File: config.mk
export PLATFORM = sky130hd
export DESIGN_NAME = text_cursor_ctrl_flat
export DESIGN_NICKNAME = d
export VERILOG_FILES = /design/src/rtl/text_cursor_ctrl_if.sv /design/src/rtl/text_cursor_ctrl.sv /design/src/flat_wrapper.sv
export SDC_FILE = /design/constraint.sdc
export NUM_CORES = 1
export LEC_CHECK = 0
export BUFFER_PORTS_ARGS = -buffer_cell sky130_fd_sc_hd__buf_2
export CORE_MARGIN = 2
export CORE_UTILIZATION = 50
export DETAILED_ROUTE_END_ITERATION = 12
export PLACE_DENSITY = 0.78
export SLEW_MARGIN = 20
export SYNTH_ARGS = -nofsm -noshare
export SYNTH_HDL_FRONTEND = slang
export SYNTH_SLANG_ARGS = --single-unit
File: constraint.sdc
create_clock -name CLK_DATA -period 17.9 [get_ports CLK_DATA]
set_clock_uncertainty 0.1 [all_clocks]
set_input_delay 0 -clock CLK_DATA [delete_from_list [all_inputs] [get_ports CLK_DATA]]
set_output_delay 0 -clock CLK_DATA [all_outputs]
set_load 0.03 [all_outputs]
File: src/rtl/text_cursor_ctrl_if.sv
// text_cursor_ctrl_if: byte stream in (data/data_valid/data_ready), geometry and strobes in (max_rows/max_columns/cfg_update/clear_req), RAM port B and cursor/busy status out
interface text_cursor_ctrl_if #(parameter int ADDR_W = 16);
  logic [7:0] data;
  logic data_valid;
  logic data_ready;
  logic [7:0] max_rows;
  logic [7:0] max_columns;
  logic cfg_update;
  logic clear_req;
  logic ram_en;
  logic ram_we;
  logic [ADDR_W-1:0] ram_addr;
  logic [7:0] ram_wdata;
  logic [7:0] cur_row;
  logic [7:0] cur_col;
  logic busy;
  modport master (
    output data, data_valid, max_rows, max_columns, cfg_update, clear_req,
    input data_ready, ram_en, ram_we, ram_addr, ram_wdata, cur_row, cur_col, busy
  );
  modport slave (
    input data, data_valid, max_rows, max_columns, cfg_update, clear_req,
    output data_ready, ram_en, ram_we, ram_addr, ram_wdata, cur_row, cur_col, busy
  );
endinterface

File: src/rtl/text_cursor_ctrl.sv
// text_cursor_ctrl: char-buffer write controller; CLK_DATA/reset (sync, active-low) plus bus (byte stream in, geometry/clear strobes in, RAM port B writes and cursor/busy out)
module text_cursor_ctrl #(
  parameter logic [7:0] FILL_CHAR = 8'h20,
  parameter logic [7:0] DEFAULT_ROWS = 8'd128,
  parameter logic [7:0] DEFAULT_COLS = 8'd160,
  parameter int ADDR_W = 16
) (
  input logic CLK_DATA,
  input logic reset,
  text_cursor_ctrl_if.slave bus
);
  typedef enum logic {IDLE, CLEAR} state_t;
  state_t state, nxt_state;
  logic [7:0] rows, cols, row, col, wdata;
  logic [7:0] nxt_rows, nxt_cols, nxt_row, nxt_col, nxt_wdata;
  logic [ADDR_W-1:0] cnt, addr, nxt_cnt, nxt_addr, base, total;
  logic en, busy, nxt_en, nxt_busy;
  logic [7:0] row_adv, col_dec;
  logic last_col, acc, start_clr;
  assign base = ADDR_W'(row) * ADDR_W'(cols);
  assign total = ADDR_W'(rows) * ADDR_W'(cols);
  assign row_adv = row == rows - 8'd1 ? 8'd0 : row + 8'd1;
  assign col_dec = col == 8'd0 ? 8'd0 : col - 8'd1;
  assign last_col = col == cols - 8'd1;
  assign bus.data_ready = state == IDLE && !bus.cfg_update && !bus.clear_req;
  assign acc = bus.data_valid && bus.data_ready;
  assign start_clr = state == IDLE && (bus.cfg_update || bus.clear_req || (acc && bus.data == 8'h0C));
  always_comb begin
    nxt_state = state;
    nxt_rows = rows;
    nxt_cols = cols;
    nxt_row = row;
    nxt_col = col;
    nxt_cnt = cnt;
    nxt_addr = addr;
    nxt_wdata = wdata;
    nxt_en = 1'b0;
    nxt_busy = busy;
    if (start_clr) begin
      nxt_state = CLEAR;
      nxt_en = 1'b1;
      nxt_addr = '0;
      nxt_wdata = FILL_CHAR;
      nxt_busy = 1'b1;
      nxt_cnt = ADDR_W'(1);
      nxt_row = 8'd0;
      nxt_col = 8'd0;
      if (bus.cfg_update) begin
        nxt_rows = bus.max_rows == 8'd0 ? 8'd1 : bus.max_rows;
        nxt_cols = bus.max_columns == 8'd0 ? 8'd1 : bus.max_columns;
      end
    end else if (state == CLEAR) begin
      if (cnt == total) begin
        nxt_state = IDLE;
        nxt_busy = 1'b0;
      end else begin
        nxt_en = 1'b1;
        nxt_addr = cnt;
        nxt_cnt = cnt + ADDR_W'(1);
      end
    end else if (acc) begin
      if (bus.data == 8'h0D || bus.data == 8'h0A) begin
        nxt_row = row_adv;
        nxt_col = 8'd0;
      end else if (bus.data == 8'h08) begin
        nxt_col = col_dec;
        nxt_en = 1'b1;
        nxt_addr = base + ADDR_W'(col_dec);
        nxt_wdata = FILL_CHAR;
      end else begin
        nxt_en = 1'b1;
        nxt_addr = base + ADDR_W'(col);
        nxt_wdata = bus.data;
        nxt_col = last_col ? 8'd0 : col + 8'd1;
        nxt_row = last_col ? row_adv : row;
      end
    end
  end
  always_ff @(posedge CLK_DATA) begin
    if (!reset) begin
      state <= IDLE;
      rows <= DEFAULT_ROWS;
      cols <= DEFAULT_COLS;
      row <= 8'd0;
      col <= 8'd0;
      cnt <= '0;
      addr <= '0;
      wdata <= 8'd0;
      en <= 1'b0;
      busy <= 1'b0;
    end else begin
      state <= nxt_state;
      rows <= nxt_rows;
      cols <= nxt_cols;
      row <= nxt_row;
      col <= nxt_col;
      cnt <= nxt_cnt;
      addr <= nxt_addr;
      wdata <= nxt_wdata;
      en <= nxt_en;
      busy <= nxt_busy;
    end
  end
  assign bus.ram_en = en;
  assign bus.ram_we = en;
  assign bus.ram_addr = addr;
  assign bus.ram_wdata = wdata;
  assign bus.cur_row = row;
  assign bus.cur_col = col;
  assign bus.busy = busy;
endmodule

File: src/flat_wrapper.sv
// flat-port wrapper written by rule: the top's interface ports become plain ports
module text_cursor_ctrl_flat 
#(
  parameter logic [7:0] FILL_CHAR = 8'h20,
  parameter logic [7:0] DEFAULT_ROWS = 8'd128,
  parameter logic [7:0] DEFAULT_COLS = 8'd160,
  parameter int ADDR_W = 16
)
  (CLK_DATA, reset, bus_data, bus_data_valid, bus_max_rows, bus_max_columns, bus_cfg_update, bus_clear_req, bus_data_ready, bus_ram_en, bus_ram_we, bus_ram_addr, bus_ram_wdata, bus_cur_row, bus_cur_col, bus_busy);
  text_cursor_ctrl_if #(.ADDR_W(ADDR_W)) bus_i ();
  input logic CLK_DATA;
  input logic reset;
  input wire logic [$bits(bus_i.data)-1:0] bus_data;
  input wire logic [$bits(bus_i.data_valid)-1:0] bus_data_valid;
  input wire logic [$bits(bus_i.max_rows)-1:0] bus_max_rows;
  input wire logic [$bits(bus_i.max_columns)-1:0] bus_max_columns;
  input wire logic [$bits(bus_i.cfg_update)-1:0] bus_cfg_update;
  input wire logic [$bits(bus_i.clear_req)-1:0] bus_clear_req;
  output wire logic [$bits(bus_i.data_ready)-1:0] bus_data_ready;
  output wire logic [$bits(bus_i.ram_en)-1:0] bus_ram_en;
  output wire logic [$bits(bus_i.ram_we)-1:0] bus_ram_we;
  output wire logic [$bits(bus_i.ram_addr)-1:0] bus_ram_addr;
  output wire logic [$bits(bus_i.ram_wdata)-1:0] bus_ram_wdata;
  output wire logic [$bits(bus_i.cur_row)-1:0] bus_cur_row;
  output wire logic [$bits(bus_i.cur_col)-1:0] bus_cur_col;
  output wire logic [$bits(bus_i.busy)-1:0] bus_busy;
  assign bus_i.data = bus_data;
  assign bus_i.data_valid = bus_data_valid;
  assign bus_i.max_rows = bus_max_rows;
  assign bus_i.max_columns = bus_max_columns;
  assign bus_i.cfg_update = bus_cfg_update;
  assign bus_i.clear_req = bus_clear_req;
  assign bus_data_ready = bus_i.data_ready;
  assign bus_ram_en = bus_i.ram_en;
  assign bus_ram_we = bus_i.ram_we;
  assign bus_ram_addr = bus_i.ram_addr;
  assign bus_ram_wdata = bus_i.ram_wdata;
  assign bus_cur_row = bus_i.cur_row;
  assign bus_cur_col = bus_i.cur_col;
  assign bus_busy = bus_i.busy;
  text_cursor_ctrl #(.FILL_CHAR(FILL_CHAR), .DEFAULT_ROWS(DEFAULT_ROWS), .DEFAULT_COLS(DEFAULT_COLS), .ADDR_W(ADDR_W)) u_core (.CLK_DATA(CLK_DATA), .reset(reset), .bus(bus_i));
endmodule
==> results.cfg <==
[outcome]
status = finished, final reports clean

[final_layout]
drive_above_1_share = 0.0948
area_growth_pct = 12.4
nNetsFinal = 1429
n_antenna_cell = 0
fillers = 1601
utilization = 0.576

[clock_network]
cts_resized = 0
cts_root_buffer = clkbuf_16
path_clk_slew_ps = 70
htreeDepth = 3
cts_sinks = 75
cts_tree = done
numCtsBuffers = 9
insertion_delay_ps = 360
cts_setup_buffers = 0
clockBufferDepth = 2

[detailed_routing]
wire_per_inst_um = 17.3
ant_nets = 0
route.detailed.drc = 0
drt-pass1-iter-count = 5
drt-initial-drc-count = 716
via_per_inst = 5.92
wirelength_um = 25600
via_count = 8723

[timing]
hold_viol_final = 0
max_slew_margin = 0.320
finalMaxSlewViolations = 0
period_minus_slack_ps = 6450
setup_tns_ps = 0
worst_pin_slew_ps = 1010
timing.fmax_ghz = 0.155
rsz0062_at_grt = false
setup_viol = 0
period_share = 0.360

[hold_path]
hold_end = u_core.bus.cur_col[4]
hold_depth = 4
min_from = bus_clear_req
min_path_type = in2reg

[setup_path]
cp-end-kind = register
path_cells = nand2_1, fa_1, fa_1, fa_1, inv_1, fa_1, ha_1, a21oi_1, nor2_1, a2111oi_0, nand4_1, or4_4, o31ai_4, buf_8, a2111oi_0, a311o_1
critical_path_class = reg2reg
cp_num_buf_inv = 2
critPathTopFamily = adder cells
cpPeakStageDelay_ps = 800
timing.rr.start = u_core.cols[3]
worstPathArrival_ps = 6580
start_kind = register
ff2ff_path_depth = 16
crit_fanout = 21
crit_top_cell = fa_1
rr_endpoint = u_core.bus.ram_addr[15]
crit_required_ps = 18040
rrSetupSlack_ps = 11450
cp_slowest_cell = dfxtp_1

[synthesis]
ys_ff_latch = 75
syn-cell-area_um2 = 9240
yosysWarnings = 0
synth_nets = 1363
synth_edf_count = 0
async_flop_share = 0
seq_area_frac_synth = 0.162
synth_cell_types = 75
synthesis.instances = 1174
synth_area_per_cell_um2 = 7.87
synthFlopType = dfxtp_1

[power]
net-switching-power_w = 0.000176
p_per_area_nw_per_um2 = 49.4
switching_share = 0.343
seqPwrFrac = 0.359
ir_drop_mv = 0.0457
power_frac_clock = 0.383
p_int_w = 0.000337
leakage_nw = 4.71
comb_power_share = 0.258

[floorplan]
io_pins = 73
die_width_um = 140
core_um2 = 18000
initial_core_util = 0.513
fp.dieH_um = 140
dieArea_um2 = 19600
rows = 49

[global_route]
track_usage = 0.270
grt_pass1_wl_um = 43100
grt_pass1_vias = 8666
grt_max_degree = 40
overflow = 0
antenna_found_initial = 0

[run]
max-cap-violations = 0

[placed_design]
port_buffers = 72
place_congestion = 0.926
hpwlAfterDp_um = 18900
==> worst reg2reg max path, delay by kind of cell (launching register included) <==
kind                       cells  cell delay, ps
AOI/OAI and AO/OA              5            1760
adders and majority gates      5            2400
buffers and inverters          2             290
DFF                            1             800
and+or+nand+nor                4             980
==> metrics by stage <==
stage	hold WS, ps	std cells	cell area, um2	total power [W]	setup WS (ps)
final	27.2	1474	10400	0.000513	11450
after floorplan	-28.2	1174	9240	0.000277	11970
after global routing	29.6	1474	10400	0.000538	10990
after CTS	14.7	1473	10400	0.000512	11140
after detailed placement	130	1419	9670	0.000309	11170
after global placement	133	1419	9670	0.000307	11260
==> routing by layer <==
metal / up-vias / wire [um] / GRT usage
li1: 4135 / - / -
met1: 4114 / 10900 / 0.359
met2: 400 / 11700 / 0.437
met3: 74 / 2010 / 0.0468
met4: 0 / 964 / 0.113
met5: - / 0 / 0
==> placed cells by master, fill, tap and decap left out, types with 10 or more instances in the layout <==
master         Yosys  layout
and2_1            84      84
nor3_1            26      26
nor4_1            13      13
fa_1              73      73
buf_2              3      72
a21oi_1           77      77
ha_1              87      87
inv_1            126     126
or4_1             10      10
nand2_1          146     146
or3_1             14      14
nand4_1           11      11
xnor2_1           48      48
o31ai_1           11      10
o21ai_0           39      39
nand3_1           38      38
xor2_1            22      22
dfxtp_1           75      75
nor2_1            56      56
dlygate4sd3_1      0      38
==> sequential cells by signal, indices dropped and copies added (netlist names) <==
register              count
u_core.state              1
u_core.bus.cur_row        8
u_core.bus.cur_col        8
u_core.bus.ram_en         1
u_core.cnt               16
u_core.cols               8
u_core.bus.ram_addr      16
u_core.bus.ram_wdata      8
u_core.rows               8
u_core.bus.busy           1
==> logic make-up after synthesis <==
group	count (synthesis)	share of synthesized area
AO/OA/AOI/OAI	221	0.158
flip-flops	75	0.162
buffers and inverters	193	0.0831
adder cells (fa/ha/maj)	160	0.276
multiplexers	5	0.00569
AND/OR/NAND/NOR	450	0.249
XOR/XNOR	70	0.0663
==> worst max-delay path by stage <==
stage | from | endpoint | slack (ps) | cells past startpoint
3_5_place_dp | u_core.cols[6] | u_core.bus.ram_addr[15] | 11170 | 15
5_1_grt | u_core.cols[7] | u_core.bus.ram_addr[15] | 10990 | 16
4_1_cts | u_core.cols[6] | u_core.bus.ram_addr[15] | 11140 | 15
6_report | u_core.cols[3] | u_core.bus.ram_addr[15] | 11450 | 16
3_3_place_gp | u_core.cols[6] | u_core.bus.ram_addr[15] | 11260 | 15
2_1_floorplan | u_core.bus.cur_row[5] | u_core.bus.ram_addr[15] | 11970 | 19
==> cell type report <==
class	count	area (um2)	area share
Timing Repair Buffer	120	823	0.0793
Multi-Input combinational cell	906	6980	0.672
Inverter	128	480	0.0463
Clock buffer	9	225	0.0217
Tap cell	229	287	0.0276
Clock inverter	7	90.1	0.00868
Sequential cell	75	1500	0.145
==> power by group through the flow <==
stage | sequential [W] | combinational [W] | clock (W)
6_report | 0.000184 | 0.000132 | 0.000197
5_1_grt | 0.000185 | 0.000147 | 0.000206
4_1_cts | 0.000184 | 0.000130 | 0.000199
3_5_place_dp | 0.000187 | 0.000122 | 0
3_3_place_gp | 0.000187 | 0.000121 | 0
2_1_floorplan | 0.000183 | 0.0000938 | 0
==> synthesized netlist by cell type (13+ instances only) <==
master / n / share of area
dfxtp_1: 75 / 0.16
xor2_1: 22 / 0.021
inv_1: 126 / 0.051
nor4_1: 13 / 0.0088
ha_1: 87 / 0.12
clkbuf_1: 56 / 0.023
and2_1: 84 / 0.057
nand3_1: 38 / 0.021
o21ai_0: 39 / 0.021
nor2_1: 56 / 0.023
a21oi_1: 77 / 0.042
xnor2_1: 48 / 0.045
nor3_1: 26 / 0.014
nand2_1: 146 / 0.059
or3_1: 14 / 0.0095
fa_1: 73 / 0.16
==> repair_timing <==
item	CTS	global route
hold endpoints to repair	25	0
endpoints found under the setup margin	0	0
hold buffers	38	0
No activity file was read; power rests on OpenSTA's default activity.
